### config.mk
export PLATFORM = sky130hd
export DESIGN_NAME = multicycle_controller_flat
export DESIGN_NICKNAME = d
export VERILOG_FILES = /design/src/rtl/multicycle_controller_if.sv /design/src/rtl/multicycle_controller.sv /design/src/flat_wrapper.sv
export SDC_FILE = /design/constraint.sdc
export NUM_CORES = 1
export LEC_CHECK = 0
export CAP_MARGIN = 5
export CORE_MARGIN = 2
export CORE_UTILIZATION = 38
export DETAILED_ROUTE_END_ITERATION = 7
export HOLD_SLACK_MARGIN = 0.03
export PLACE_DENSITY = 0.8
export RECOVER_POWER = 50
export SLEW_MARGIN = 20
export SYNTH_ARGS = -nofsm -noshare
export SYNTH_HDL_FRONTEND = slang
export SYNTH_SLANG_ARGS = --single-unit
### constraint.sdc
create_clock -name clk -period 2.5 [get_ports clk]
set_input_delay 0.5 -clock clk [delete_from_list [all_inputs] [get_ports clk]]
set_output_delay 0.5 -clock clk [all_outputs]
set_load 0.01 [all_outputs]
### src/rtl/multicycle_controller_if.sv
// Control bus between the multicycle controller and its datapath.
// Optional MemReady handshake present only when MEM_WAIT_EN is defined.
interface multicycle_controller_if;
    // instruction fields and flags from the datapath
    logic [6:0] op;
    logic [2:0] funct3;
    logic       funct7_5;
    logic       Zero;
`ifdef MEM_WAIT_EN
    logic       MemReady;
`endif
    // control outputs to the datapath
    logic       PCWrite;
    logic       AdrSrc;
    logic       MemWrite;
    logic       IRWrite;
    logic       RegWrite;
    logic [1:0] ResultSrc;
    logic [1:0] ALUSrcA;
    logic [1:0] ALUSrcB;
    logic [2:0] ALUControl;
    logic [1:0] ImmSrc;
    logic       InstrDone;
    logic       Illegal;

    modport master (
        input  op, funct3, funct7_5, Zero,
`ifdef MEM_WAIT_EN
        input  MemReady,
`endif
        output PCWrite, AdrSrc, MemWrite, IRWrite, RegWrite, ResultSrc,
               ALUSrcA, ALUSrcB, ALUControl, ImmSrc, InstrDone, Illegal
    );

    modport slave (
        output op, funct3, funct7_5, Zero,
`ifdef MEM_WAIT_EN
        output MemReady,
`endif
        input  PCWrite, AdrSrc, MemWrite, IRWrite, RegWrite, ResultSrc,
               ALUSrcA, ALUSrcB, ALUControl, ImmSrc, InstrDone, Illegal
    );
endinterface

### src/rtl/multicycle_controller.sv
// Moore control FSM for a multicycle RV32I-subset datapath (shared ALU,
// unified memory). Optional macro MEM_WAIT_EN adds a MemReady stall input
// that holds FETCH, MEMREAD and MEMWRITE until memory responds.
module multicycle_controller (
    input  logic                    clk,
    input  logic                    rst,
    multicycle_controller_if.master bus
);
    typedef enum logic [3:0] {
        FETCH, DECODE, MEMADR, MEMREAD, MEMWB, MEMWRITE,
        EXECR, EXECI, ALUWB, BRANCH, JAL
    } state_t;

    localparam logic [6:0] OP_LW  = 7'b0000011;
    localparam logic [6:0] OP_SW  = 7'b0100011;
    localparam logic [6:0] OP_R   = 7'b0110011;
    localparam logic [6:0] OP_I   = 7'b0010011;
    localparam logic [6:0] OP_BR  = 7'b1100011;
    localparam logic [6:0] OP_JAL = 7'b1101111;

    // ALUOp encoding between the state decode and the ALU decoder
    localparam logic [1:0] ALUOP_ADD  = 2'b00;
    localparam logic [1:0] ALUOP_SUB  = 2'b01;
    localparam logic [1:0] ALUOP_FUNC = 2'b10;

    state_t     state, state_next;
    logic [1:0] alu_op;
    logic       mem_ready;

`ifdef MEM_WAIT_EN
    assign mem_ready = bus.MemReady;
`else
    assign mem_ready = 1'b1;
`endif

    // state register, reset returns to FETCH
    always_ff @(posedge clk) begin
        if (rst) state <= FETCH;
        else     state <= state_next;
    end

    // next-state sequencing
    always_comb begin
        state_next = state;
        case (state)
            FETCH:    if (mem_ready) state_next = DECODE;
            DECODE: begin
                case (bus.op)
                    OP_LW, OP_SW: state_next = MEMADR;
                    OP_R:         state_next = EXECR;
                    OP_I:         state_next = EXECI;
                    OP_BR:        state_next = BRANCH;
                    OP_JAL:       state_next = JAL;
                    default:      state_next = FETCH;
                endcase
            end
            MEMADR:   state_next = (bus.op == OP_SW) ? MEMWRITE : MEMREAD;
            MEMREAD:  if (mem_ready) state_next = MEMWB;
            MEMWB:    state_next = FETCH;
            MEMWRITE: if (mem_ready) state_next = FETCH;
            EXECR:    state_next = ALUWB;
            EXECI:    state_next = ALUWB;
            ALUWB:    state_next = FETCH;
            BRANCH:   state_next = FETCH;
            JAL:      state_next = ALUWB;
            default:  state_next = FETCH;
        endcase
    end

    // state-decoded controls; reset masks every write enable and pulse
    always_comb begin
        bus.PCWrite   = 1'b0;
        bus.AdrSrc    = 1'b0;
        bus.MemWrite  = 1'b0;
        bus.IRWrite   = 1'b0;
        bus.RegWrite  = 1'b0;
        bus.ResultSrc = 2'b00;
        bus.ALUSrcA   = 2'b00;
        bus.ALUSrcB   = 2'b00;
        bus.InstrDone = 1'b0;
        bus.Illegal   = 1'b0;
        alu_op        = ALUOP_ADD;
        case (state)
            FETCH: begin
                bus.IRWrite   = mem_ready;
                bus.PCWrite   = mem_ready;
                bus.ALUSrcB   = 2'b10;
                bus.ResultSrc = 2'b10;
            end
            DECODE: begin
                bus.ALUSrcA = 2'b01;
                bus.ALUSrcB = 2'b01;
                if (!(bus.op inside {OP_LW, OP_SW, OP_R, OP_I, OP_BR, OP_JAL})) begin
                    bus.Illegal   = 1'b1;
                    bus.InstrDone = 1'b1;
                end
            end
            MEMADR: begin
                bus.ALUSrcA = 2'b10;
                bus.ALUSrcB = 2'b01;
            end
            MEMREAD:  bus.AdrSrc = 1'b1;
            MEMWB: begin
                bus.ResultSrc = 2'b01;
                bus.RegWrite  = 1'b1;
                bus.InstrDone = 1'b1;
            end
            MEMWRITE: begin
                bus.AdrSrc    = 1'b1;
                bus.MemWrite  = mem_ready;
                bus.InstrDone = mem_ready;
            end
            EXECR: begin
                bus.ALUSrcA = 2'b10;
                alu_op      = ALUOP_FUNC;
            end
            EXECI: begin
                bus.ALUSrcA = 2'b10;
                bus.ALUSrcB = 2'b01;
                alu_op      = ALUOP_FUNC;
            end
            ALUWB: begin
                bus.RegWrite  = 1'b1;
                bus.InstrDone = 1'b1;
            end
            BRANCH: begin
                bus.ALUSrcA   = 2'b10;
                alu_op        = ALUOP_SUB;
                bus.InstrDone = 1'b1;
                case (bus.funct3)
                    3'b000:  bus.PCWrite = bus.Zero;
                    3'b001:  bus.PCWrite = ~bus.Zero;
                    default: bus.PCWrite = 1'b0;
                endcase
            end
            JAL: begin
                bus.ALUSrcA = 2'b01;
                bus.ALUSrcB = 2'b10;
                bus.PCWrite = 1'b1;
            end
            default: ;
        endcase
        if (rst) begin
            bus.PCWrite   = 1'b0;
            bus.IRWrite   = 1'b0;
            bus.RegWrite  = 1'b0;
            bus.MemWrite  = 1'b0;
            bus.InstrDone = 1'b0;
            bus.Illegal   = 1'b0;
        end
    end

    // ALU operation decode from ALUOp and funct fields
    always_comb begin
        bus.ALUControl = 3'b000;
        case (alu_op)
            ALUOP_SUB:  bus.ALUControl = 3'b001;
            ALUOP_FUNC: begin
                case (bus.funct3)
                    3'b000:  bus.ALUControl = (bus.op[5] & bus.funct7_5) ? 3'b001 : 3'b000;
                    3'b010:  bus.ALUControl = 3'b101;
                    3'b110:  bus.ALUControl = 3'b011;
                    3'b111:  bus.ALUControl = 3'b010;
                    default: bus.ALUControl = 3'b000;
                endcase
            end
            default:    bus.ALUControl = 3'b000;
        endcase
    end

    // immediate format follows the opcode in every state
    always_comb begin
        case (bus.op)
            OP_SW:   bus.ImmSrc = 2'b01;
            OP_BR:   bus.ImmSrc = 2'b10;
            OP_JAL:  bus.ImmSrc = 2'b11;
            default: bus.ImmSrc = 2'b00;
        endcase
    end
endmodule

### src/flat_wrapper.sv
// flat-port wrapper written by rule: the top's interface ports become plain ports
module multicycle_controller_flat 
  (clk, rst, bus_op, bus_funct3, bus_funct7_5, bus_Zero, bus_PCWrite, bus_AdrSrc, bus_MemWrite, bus_IRWrite, bus_RegWrite, bus_ResultSrc, bus_ALUSrcA, bus_ALUSrcB, bus_ALUControl, bus_ImmSrc, bus_InstrDone, bus_Illegal);
  multicycle_controller_if bus_i ();
  input  logic clk;
  input  logic rst;
  input wire logic [$bits(bus_i.op)-1:0] bus_op;
  input wire logic [$bits(bus_i.funct3)-1:0] bus_funct3;
  input wire logic [$bits(bus_i.funct7_5)-1:0] bus_funct7_5;
  input wire logic [$bits(bus_i.Zero)-1:0] bus_Zero;
  output wire logic [$bits(bus_i.PCWrite)-1:0] bus_PCWrite;
  output wire logic [$bits(bus_i.AdrSrc)-1:0] bus_AdrSrc;
  output wire logic [$bits(bus_i.MemWrite)-1:0] bus_MemWrite;
  output wire logic [$bits(bus_i.IRWrite)-1:0] bus_IRWrite;
  output wire logic [$bits(bus_i.RegWrite)-1:0] bus_RegWrite;
  output wire logic [$bits(bus_i.ResultSrc)-1:0] bus_ResultSrc;
  output wire logic [$bits(bus_i.ALUSrcA)-1:0] bus_ALUSrcA;
  output wire logic [$bits(bus_i.ALUSrcB)-1:0] bus_ALUSrcB;
  output wire logic [$bits(bus_i.ALUControl)-1:0] bus_ALUControl;
  output wire logic [$bits(bus_i.ImmSrc)-1:0] bus_ImmSrc;
  output wire logic [$bits(bus_i.InstrDone)-1:0] bus_InstrDone;
  output wire logic [$bits(bus_i.Illegal)-1:0] bus_Illegal;
  assign bus_i.op = bus_op;
  assign bus_i.funct3 = bus_funct3;
  assign bus_i.funct7_5 = bus_funct7_5;
  assign bus_i.Zero = bus_Zero;
  assign bus_PCWrite = bus_i.PCWrite;
  assign bus_AdrSrc = bus_i.AdrSrc;
  assign bus_MemWrite = bus_i.MemWrite;
  assign bus_IRWrite = bus_i.IRWrite;
  assign bus_RegWrite = bus_i.RegWrite;
  assign bus_ResultSrc = bus_i.ResultSrc;
  assign bus_ALUSrcA = bus_i.ALUSrcA;
  assign bus_ALUSrcB = bus_i.ALUSrcB;
  assign bus_ALUControl = bus_i.ALUControl;
  assign bus_ImmSrc = bus_i.ImmSrc;
  assign bus_InstrDone = bus_i.InstrDone;
  assign bus_Illegal = bus_i.Illegal;
  multicycle_controller u_core (.clk(clk), .rst(rst), .bus(bus_i));
endmodule
# Word level (Yosys, flattened, before mapping)
# Index checks and enable logic that the tools add are counted.
[totals]
in_bits = 14
output_inout_bits = 18
register_bits = 4
wordCells = 64
[classes]
n_eq_ne = 22
n_reduce_logical = 13
bitwise_logic = 2
n_mux = 26
[op_table]
columns = ["op", "n"]
rows = [
  ["$pmux W4 S5", 2],
  ["$eq A4 B3 Y1 const B", 4],
  ["$pmux W2 S2", 4],
  ["$eq A7 B6 Y1 const B", 2],
  ["$eq A7 B7 Y1 const B", 2],
  ["$mux W1", 13],
  ["$eq A4 B4 Y1 const B", 3],
  ["$pmux W3 S4", 1],
  ["$reduce_or A2 Y1", 6],
  ["$eq A4 B2 Y1 const B", 2],
  ["$reduce_or A4 Y1", 2],
  ["$eq A7 B2 Y1 const B", 1],
  ["$eq A7 B5 Y1 const B", 1],
  ["$eq A3 B3 Y1 const B", 2],
  ["$pmux W1 S2", 3],
  ["$pmux W2 S3", 1],
  ["$pmux W3 S2", 1],
  ["$reduce_bool A6 Y1", 1],
  ["$reduce_or A3 Y1", 2],
  ["$eq A4 B1 Y1 const B", 1],
  ["$logic_not A4 Y1", 1],
  ["$eq A3 B1 Y1 const B", 1],
  ["$eq A3 B2 Y1 const B", 1],
  ["$logic_not A3 Y1", 1],
  ["other kinds (5)", 5],
]

# Longest topological paths before layout
# Gate-level depths: netlist (run 1).
[logic_depth]
ltp_word = 5
mapped_depth = 7
depth_no_buf = 6

# Worst setup path before layout (run 1)
# OpenSTA, ideal clock, no wires.
[synth_path]
path_type = "reg-to-output"
startpoint = "reg u_core.state[2]"
endpoint = "out bus_ALUControl[2]"
stages_incl_launch_ff = 6
n_path_buf = 1
arrival_time_ps = 1680
required_ps = 2000
slack_ps = 320
cell_sequence = "dfxtp_1 -> buf_2 -> inv_1 -> or2_2 -> ha_1 -> nor4_1"
[synth_between]
elab_chain_len = 5
elab_cells_between_ends = 8
cone_classes = "5 x eq/ne; 2 x mux; 1 x reduce/logical"
[synth_lines]
columns = ["element", "line", "text"]
rows = [
  ["start, declared", "multicycle_controller.sv:26", "state_t state, state_next;"],
  ["start signal, assigned", "multicycle_controller.sv:39", "else state <= state_next;"],
  ["$eq A4 B3 Y1", "multicycle_controller.sv:83", "case (state)"],
  ["$reduce_or A2 Y1 (no source line)", "--", ""],
  ["$pmux W2 S2 *", "multicycle_controller.sv:83", ""],
  ["$eq A2 B2 Y1 or $eq A2 B1 Y1 (tied branches)", "multicycle_controller.sv:156", "case (alu_op)"],
  ["$pmux W3 S2 *", "multicycle_controller.sv:156", ""],
  ["end, declared", "flat_wrapper.sv:19", "output wire logic [$bits(bus_i.ALUControl)-1:0] bus_ALUControl;"],
]
# Every way passes the cells marked *; elsewhere a longest branch is shown, timed or not.

# Final worst setup path (run 1)
[layout_path]
startpoint = "in rst"
endpoint = "out bus_RegWrite"
[layout_between]
elab_chain_len = 1
[layout_lines]
columns = ["element", "line", "text"]
rows = [
  ["start, declared", "flat_wrapper.sv:6", "input logic rst;"],
  ["$mux W1", "multicycle_controller.sv:143", "if (rst) begin"],
  ["end, declared", "flat_wrapper.sv:15", "output wire logic [$bits(bus_i.RegWrite)-1:0] bus_RegWrite;"],
]
# Every way passes these cells.

==> results of run 1 <==
==> per-layer routing <==
layer / routed length, µm / up-vias
met1: 747 / 387
met2: 973 / 30
met5: 0 / -
met3: 121 / 2
li1: - / 429
met4: 17 / 0
==> kinds of logic after synthesis <==
group,Yosys count,share of synthesized area (%)
and+or+nand+nor,48,42.22
AOI/OAI and AO/OA,20,22.55
buffers and inverters,14,10.86
xor gates and xnor gates,5,7.173
DFF,4,13.12
adders and majority gates,2,4.098
==> cell type report <==
class                      instances  area, µm²  share of cell area (%)
clock buffer                       3      22.52                   2.125
inverter                           7      26.28                   2.479
multi-input combinational         75      478.0                   45.10
sequential                         4      80.08                   7.556
tap                               16      20.02                   1.889
timing repair buffer              50      432.9                   40.85
==> what timing repair did <==
action,in CTS,in global routing
gates resized for setup,6,6
endpoints found under the setup margin,5,5
hold buffers,0,0
==> through the flow <==
stage | total power, mW | instance area, µm² | setup TNS, ps | cells | utilization (%)
2_1_floorplan | 0.1119 | 610.6 | 0 | 93 | -
3_3_place_gp | 0.1820 | 1044 | -111.8 | 152 | 69.27
3_5_place_dp | 0.1844 | 1044 | -229.0 | 152 | 69.27
4_1_cts | 0.2647 | 1066 | 0 | 155 | 70.76
5_1_grt | 0.2780 | 1060 | 0 | 155 | 70.35
6_report | 0.2616 | 1060 | 0 | 155 | 70.35
==> worst max path at each step <==
stage	start	endpoint	cells after the start	slack, ps
after floorplan	u_core.state[2]	bus_ALUControl[2]	5	320
after global placement	rst	bus_Illegal	4	-40
after detailed placement	bus_op[4]	bus_Illegal	6	-120
after CTS	bus_op[1]	bus_ImmSrc[1]	5	0.8
after global routing	u_core.state[3]	bus_ALUControl[2]	5	9
final	rst	bus_RegWrite	4	70
==> Yosys cell counts (all sizes together) <==
| cell type | instances | area (µm²) |
|---|---|---|
| a211o | 1 | 8.760 |
| a211oi | 1 | 7.510 |
| a21o | 1 | 7.510 |
| a21oi | 6 | 30.03 |
| a2bb2oi | 1 | 8.760 |
| a31o | 1 | 8.760 |
| a31oi | 1 | 6.260 |
| and2 | 1 | 6.260 |
| buf | 6 | 36.28 |
| clkbuf | 1 | 3.750 |
| dfxtp | 4 | 80.08 |
| ha | 2 | 25.02 |
| inv | 7 | 26.28 |
| nand2 | 4 | 15.01 |
| nand2b | 4 | 32.53 |
| nand3 | 4 | 20.02 |
| nand3b | 1 | 7.510 |
| nand4 | 2 | 12.51 |
| nand4b | 1 | 8.760 |
| nor2 | 12 | 45.04 |
| nor2b | 1 | 6.260 |
| nor3 | 8 | 40.04 |
| nor3b | 1 | 7.510 |
| nor4 | 4 | 25.02 |
| o21ai | 4 | 20.02 |
| o22a | 1 | 8.760 |
| o22ai | 1 | 6.260 |
| o32ai | 1 | 8.760 |
| o41ai | 1 | 16.27 |
| or2 | 2 | 12.52 |
| or3 | 3 | 18.77 |
| xnor2 | 3 | 26.28 |
| xor2 | 2 | 17.52 |
==> worst max-delay path, cell delays in order <==
cell	delay (ps)
clkdlybuf4s50_1	460
buf_4	170
nor4_1	220
clkdlybuf4s50_1	580
==> power breakdown <==
group          switching [mW]  leakage (nW)  internal [mW]  total, mW
Sequential           0.000805        0.0326         0.0657     0.0665
Combinational          0.0493         0.431         0.0651      0.114
Clock                  0.0270        0.0138         0.0537     0.0807
==> impl_metrics.json, run 1 <==
{
  "maxSlewHeadroom_pct": 82.93,
  "overflow": 0,
  "hold-worst-slack_ps": 604.8,
  "worstRegToRegCells": 6,
  "gp_congestion": 0.7943,
  "cts-root-buf": "clkbuf_4",
  "post_cts_buffers": 0,
  "clkSinkCount": 4,
  "die_w_um": 44.09,
  "io_pins": 32,
  "htreeDepth": 1,
  "p_leak_nw": 0.4773,
  "rsz0062_at_grt": "no",
  "clock_latency_ps": 230,
  "min-delay-start": "u_core.state[1]",
  "largest_register_ffs": 4,
  "clock.fmax_ghz": 0.4108,
  "setup_slack_ps": 65.63,
  "rrSetupSlack_ps": 920,
  "synth_seq_area_share_pct": 13.11,
  "yosysWarnings": 0,
  "synth_fp_nets": 109,
  "grt_use_total_pct": 20.42,
  "coreArea_um2": 1506,
  "skew_ps": 0.2889,
  "crit_arrival_ps": 1930,
  "drt_wl_total_um": 1860,
  "fin_crit_sh_pct": 97.37,
  "numCtsBuffers": 3,
  "drc": 0,
  "postSynthAreaPerCell_um2": 6.565,
  "rows": 14,
  "setup_viol": 0,
  "whs_endpoint": "u_core.state[1]",
  "nFillCells": 133,
  "use_met3_pct": 4.898,
  "max_cap_viol_count": 0,
  "fin_nets": 157,
  "detail-route-antenna-nets": 0,
  "largest_registers": "u_core.state: 4 flops",
  "tritoncts": "done",
  "synth_cells": 93,
  "cp-end-kind": "primary output",
  "cellPowerDensity_nw_per_um2": 246.9,
  "dp_hpwl_um": 1495,
  "grt_pass1_vias": 802,
  "clkTransAtPathRegs_ps": 40,
  "layout_min_cycle_time_ps": 2434,
  "io_buffers": 31,
  "syn_to_final_growth_pct": 73.57,
  "via_per_inst": 5.471,
  "die-area_um2": 1943,
  "peakVddDrop_v": 0.0003258,
  "avgRoutedWirePerCell_um": 12.00,
  "layout_common_cells": "17 x clkdlybuf4s50_1, 17 x buf_4, 12 x nor2_1",
  "path_max_fanout": 4,
  "start_kind": "input pin",
  "ys_ff_latch": 4,
  "status": "finished, final reports clean",
  "grt_use_met1_pct": 22.25,
  "netlist_area_um2": 610.6,
  "r2r-end": "u_core.state[1]",
  "pre_cts_ws_ps": -120.6,
  "clk_path_buf_depth": 2,
  "maxSlewViolCount": 0,
  "drt_iter0_drc": 5,
  "start_util_pct": 40.53,
  "min_path_cells": 2,
  "via_count": 848,
  "worstMarginPinSlew_ps": 253.6,
  "regMostFlops": "u_core.state",
  "fp.dieH_um": 44.09,
  "drt-pass1-iter-count": 4,
  "drive_above_1_share_pct": 19.42,
  "antenna_found_initial": 0,
  "grt_max_degree": 19,
  "gr-max-usage-layer": "met2",
  "min-delay-path-class": "flip-flop to flip-flop",
  "required_ps": 2000,
  "grt_pass1_wl_um": 3105,
  "hold_viol_final": 0,
  "diodes": 0,
  "worstSetupPathType": "input pin to primary output",
  "synth_cell_types": 36,
  "timing.rr.start": "u_core.state[2]",
  "use_met2_pct": 39.71
}
(Power assumes the default switching activity.)
==> inputs of run 2 (changes only) <==
Settings changed: CTS_CLUSTER_SIZE set to 25.
==> results of run 2 <==
The final DEF is identical to that of run 1; final timing and power are the same.
==> variant 1, RTL diff (flow settings as in run 2) <==
The 11 states of `state_t` get a one-hot encoding in 11 bits.
--- a/src/rtl/multicycle_controller.sv
+++ b/src/rtl/multicycle_controller.sv
@@ -7,7 +7,7 @@
     multicycle_controller_if.master bus
 );
-    typedef enum logic [3:0] {
-        FETCH, DECODE, MEMADR, MEMREAD, MEMWB, MEMWRITE,
-        EXECR, EXECI, ALUWB, BRANCH, JAL
+    typedef enum logic [10:0] {
+        FETCH = 11'b00000000001, DECODE = 11'b00000000010, MEMADR = 11'b00000000100, MEMREAD = 11'b00000001000, MEMWB = 11'b00000010000, MEMWRITE = 11'b00000100000,
+        EXECR = 11'b00001000000, EXECI = 11'b00010000000, ALUWB = 11'b00100000000, BRANCH = 11'b01000000000, JAL = 11'b10000000000
     } state_t;
 
Behaviour: no difference found for any inputs over 10 cycles, from zero or initial values and one cycle with rst high; not proved beyond that.
==> variant 1 against run 2 <==
The run now ends with setup timing left; total power up 97%; combinational power up 82%; sequential share of layout area up 6.7 points; hold slack better by 0.17 ns; setup slack worse by 0.36 ns; routed wire length up 90%; clock power up 54%; via count up 35%; sequential cell count up 7; clock skew up 0.0087 ns; final area up 49%; area after synthesis up 36%; cell count up 33%; largest cell class unchanged.
==> variant 1: results (changes against run 2) <==
stage,metric,value,unit,change
run_status,outcome,"finished, violations left",,
run_status,failing checks,setup timing,,
clocking,Post-CTS Setup Bufs,5,,+5
sta,Worst-Margin Slew,0.420,ns,+0.166 ns
clocking,"Gates resized, CTS repair",76,,+70
yosys,Yosys cell types,39,,+8.3%
yosys,"top cells by area, synth","dfxtp_1 (27%), nor2_1 (7.7%), nor3_1 (5.4%)",,
global_routing,total global-route track usage,28.6,%,+8.1 points
drt,Initial DRC Count,40,,+35
setup_path,CP arrival,2.30,ns,+0.37 ns
yosys,Synth top cells by count,"nor2_1 (17), dfxtp_1 (11), nor3_1 (9)",,
sta,Setup TNS,-1.72,ns,-1.72 ns
sta,final setup skew,0.00903,ns,+0.00875 ns
sta,final setup fails,12,,+12
drt,vias per cell,5.54,,+1.2%
setup_path,slowest CP cell,or4_4,,
power,maximum vdd drop,0.317,mV,-2.8%
sta,final setup margin,-0.298,ns,-0.364 ns
drt,wire length per cell,17.1,um,+43%
placed_design,hpwl dp,2.33,mm,+56%
final_layout,layout net count,196,,+25%
setup_path,"slowest stage delay, CP",0.54,ns,-0.04 ns
yosys,synthesized instance count,108,,+16%
global_routing,vias in the first global route,1159,,+45%
global_routing,first-pass GRT wire length,5.38,mm,+73%
placed_design,"Cell Area, Placed",1400,um2,+34%
## variant 1: changes by cell type after synthesis, moves of 3 or more
cell	before	now
a21oi_1	6	1
buf_2	5	0
dfxtp_1	4	11
nor2_1	12	17
nor4_1	4	1
o21ai_0	4	1
## variant 1: logic make-up after synthesis
| group | count (synthesis) | synth area share (%) |
|---|---|---|
| AND/OR/NAND/NOR | 64 | 45.2 |
| XOR/XNOR | 6 | 6.35 |
| buffers and inverters | 10 | 4.68 |
| adder cells (fa/ha/maj) | 2 | 3.02 |
| flip-flops | 11 | 26.6 |
| AO/OA/AOI/OAI | 15 | 14.2 |
## variant 1: layer usage
metal / track usage (%) / routed length, um / vias up
li1: - / - / 540
met1: 30.7 / 1390 / 538
met2: 52.9 / 1810 / 49
met3: 4.46 / 197 / 14
met4: 15.3 / 131 / 0
met5: 0 / 0 / -
## variant 1: power by group
part           total [mW]  leakage, nW  internal (mW)  switching (mW)
Clock               0.124       0.0177         0.0593          0.0644
Combinational       0.207        0.630          0.111          0.0962
Sequential          0.184       0.0904          0.181         0.00339
## variant 1: worst paths after layout
path | depth (start not counted) | endpoint | from | slack [ns]
max | 6 | bus_ALUControl[1] | u_core.state[2] | -0.30
min | 3 | u_core.state[8] | u_core.state[10] | 0.78
max reg2reg | 6 | u_core.state[5] | u_core.state[7] | 0.33
min reg2reg | 3 | u_core.state[8] | u_core.state[10] | 0.78
## variant 1: cell type report
type	count	area, um2	share of cell area [%]
well taps	27	33.8	2.15
inverters	7	28.8	1.83
clock inverters	1	5.00	0.318
multi-input cells	87	741	47.1
flip-flops and latches	11	224	14.2
repair buffers	70	519	33.0
clock buffers	3	22.5	1.43
==> variant 2, RTL diff (config.mk and constraints of run 2) <==
Without the edit above. Make the reset (`rst`) asynchronous in one clocked block.
--- a/src/rtl/multicycle_controller.sv
+++ b/src/rtl/multicycle_controller.sv
@@ -35,5 +35,5 @@
 
     // state register, reset returns to FETCH
-    always_ff @(posedge clk) begin
+    always_ff @(posedge clk or posedge rst) begin
         if (rst) state <= FETCH;
         else     state <= state_next;
Behaviour: differs if rst is asserted again (counterexample within 4 cycles, from zero or initial values and one cycle with rst high); with rst held inactive, the same outputs for 10 cycles.
==> variant 2 against run 2 <==
Sequential cell count unchanged; fmax down 0.55%; critical endpoint is now bus_PCWrite; critical path type is now reg2out; die area down 4.9%; via count down 1.7%; setup slack worse by 0.013 ns; area after synthesis down 5.3%; routed wire length up 3.5%; final area down 2.6%.
Power is not compared: it rests on default switching activity, and its combinational part moved more than twofold at a synthesized area within 25%.
==> variant 2: results (changes against run 2) <==
stage,metric,value,unit,change
final_layout,fraction of area in multi-input gates,43.2,%,-1.9 points
yosys,"top cells by area, synth","dfrtp_1 (17%), nor4_1 (5.4%), nor3_1 (5.2%)",,
setup_path,"slowest stage delay, CP",0.53,ns,-0.05 ns
global_routing,met1 global-route usage,29.8,%,+7.5 points
placed_design,pre-CTS setup slack,-0.221,ns,-0.101 ns
global_routing,GRT met3 Usage,3.40,%,-1.5 points
worst_hold_path,Hold Path Origin,u_core.state[2],,
clocking,Longest Clk Path Bufs,2,,unchanged
final_layout,share of cells above drive strength 1,20.3,%,+0.89 points
drt,WL met3,129,um,+6.6%
final_layout,Clock Buffer Count,3,,unchanged
final_layout,"Buffers, non-clock",51,,+2.0%
sta,final setup skew,0.000931,ns,+0.000642 ns
final_layout,layout net count,146,,-7.0%
placed_design,gpl congestion,0.828,,+4.3%
global_routing,first-pass GRT wire length,3.33,mm,+7.3%
setup_path,reg2reg path depth,4,,-2
placed_design,hpwl dp,1.51,mm,+0.86%
setup_path,Crit path max-delay family,buffers and inverters,,
final_layout,Clock-cell share,2.18,%,+0.057 points
drt,Initial DRC Count,30,,+25
final_layout,signal buffers share of area,41.1,%,+0.24 points
drt,WL met2,993,um,+2.1%
yosys,syn_nets,95,,-13%
yosys,sequential area share after synthesis,17.3,%,+4.2 points
final_layout,inverter count,5,,-2
power,sequential power,0.0916,mW,
final_layout,sequential standard cell area,101,um2,+27%
setup_path,Register-to-Register Setup Slack,1.32,ns,+0.40 ns
global_routing,total global-route track usage,23.7,%,+3.3 points
placed_design,buffers added on ports,31,,unchanged
setup_path,CP Max Fanout,6,,+2
final_layout,Multi-In Gates,65,,-13%
setup_path,RR Startpoint,u_core.state[2],,
power,maximum vdd drop,0.278,mV,
sta,final setup margin,0.0522,ns,-0.0134 ns
global_routing,largest net degree at the start of global routing,17,,-2
drt,wl on met1,769,um,+2.9%
run_status,outcome,completed,,
power,Static Leakage,0.444,nW,
setup_path,CP arrival,1.95,ns,+0.02 ns
final_layout,filler instances,127,,-4.5%
yosys,Yosys cell types,38,,+5.6%
sta,Worst-Margin Slew,0.286,ns,+0.0324 ns
global_routing,vias in the first global route,784,,-2.2%
drt,final WL,1.93,mm,+3.5%
global_routing,met2 Usage GRT,38.8,%,-0.92 points
worst_hold_path,worst hold endpoint,u_core.state[0],,
yosys,Synth top cells by count,"nor2_1 (6), nor3_1 (6), inv_1 (5), nor4_1 (5)",,
drt,vias,834,,-1.7%
yosys,post-synth top area share,17.3,%,+4.2 points
yosys,"FFs w/ async S/R, synth",100,%,+100 points
setup_path,reg-to-reg endpoint,u_core.state[3],,
==> variant 2: changes by cell type in the layout (fill, tap and decap cells not counted), moves of 3 or more <==
cell / run 2 / this run
nor2_1: 12 / 6
clkdlybuf4s50_1: 17 / 21
dfxtp_1: 4 / 0
dfrtp_1: 0 / 3
==> variant 2: worst max path at each step <==
stage	end	from	slack [ns]
floorplan	bus_ALUControl[2]	u_core.state[1]	0.40
finish	bus_PCWrite	u_core.state[2]	0.05
global placement	bus_InstrDone	bus_op[1]	-0.19
global route	bus_ALUControl[1]	u_core.state[3]	-0.005
detailed placement	bus_InstrDone	bus_op[1]	-0.22
CTS	bus_PCWrite	u_core.state[2]	0.01
==> variant 2: per-stage QoR <==
stage	cells	hold WS (ns)	setup TNS, ns	cell area [um2]	power, mW
detailed placement	140	0.644	-0.526	1020	0.488
CTS	143	0.650	0	1040	0.562
global route	144	0.669	-0.00460	1030	0.605
global placement	140	0.619	-0.463	1020	0.477
floorplan	79	0.274	0	578	0.270
finish	144	0.656	0	1030	0.563
==> variant 2: worst min-delay path, cell delays in order (launching register included) <==
cell and delay, ns:
dfrtp_2 0.40, or2_4 0.16, a21oi_1 0.05
==> variant 2: cells by family (layout without fill, tap and decap cells) <==
kind of cell / count (synthesis) / count (layout) / share of synthesized area, %
AND/OR/NAND/NOR: 43 / 43 / 43.9
XOR/XNOR: 3 / 3 / 4.55
adder cells (fa/ha/maj): 2 / 2 / 4.33
flip-flops: 4 / 4 / 17.3
AO/OA/AOI/OAI: 17 / 17 / 21.2
buffers and inverters: 10 / 59 / 8.66
==> variant 2: what timing repair did <==
| item | in CTS | in global routing |
|---|---|---|
| buffers inserted | 0 | 1 |
| hold buffers | 0 | 0 |
| endpoints found under the setup margin | 7 | 6 |
| resized for setup | 7 | 9 |
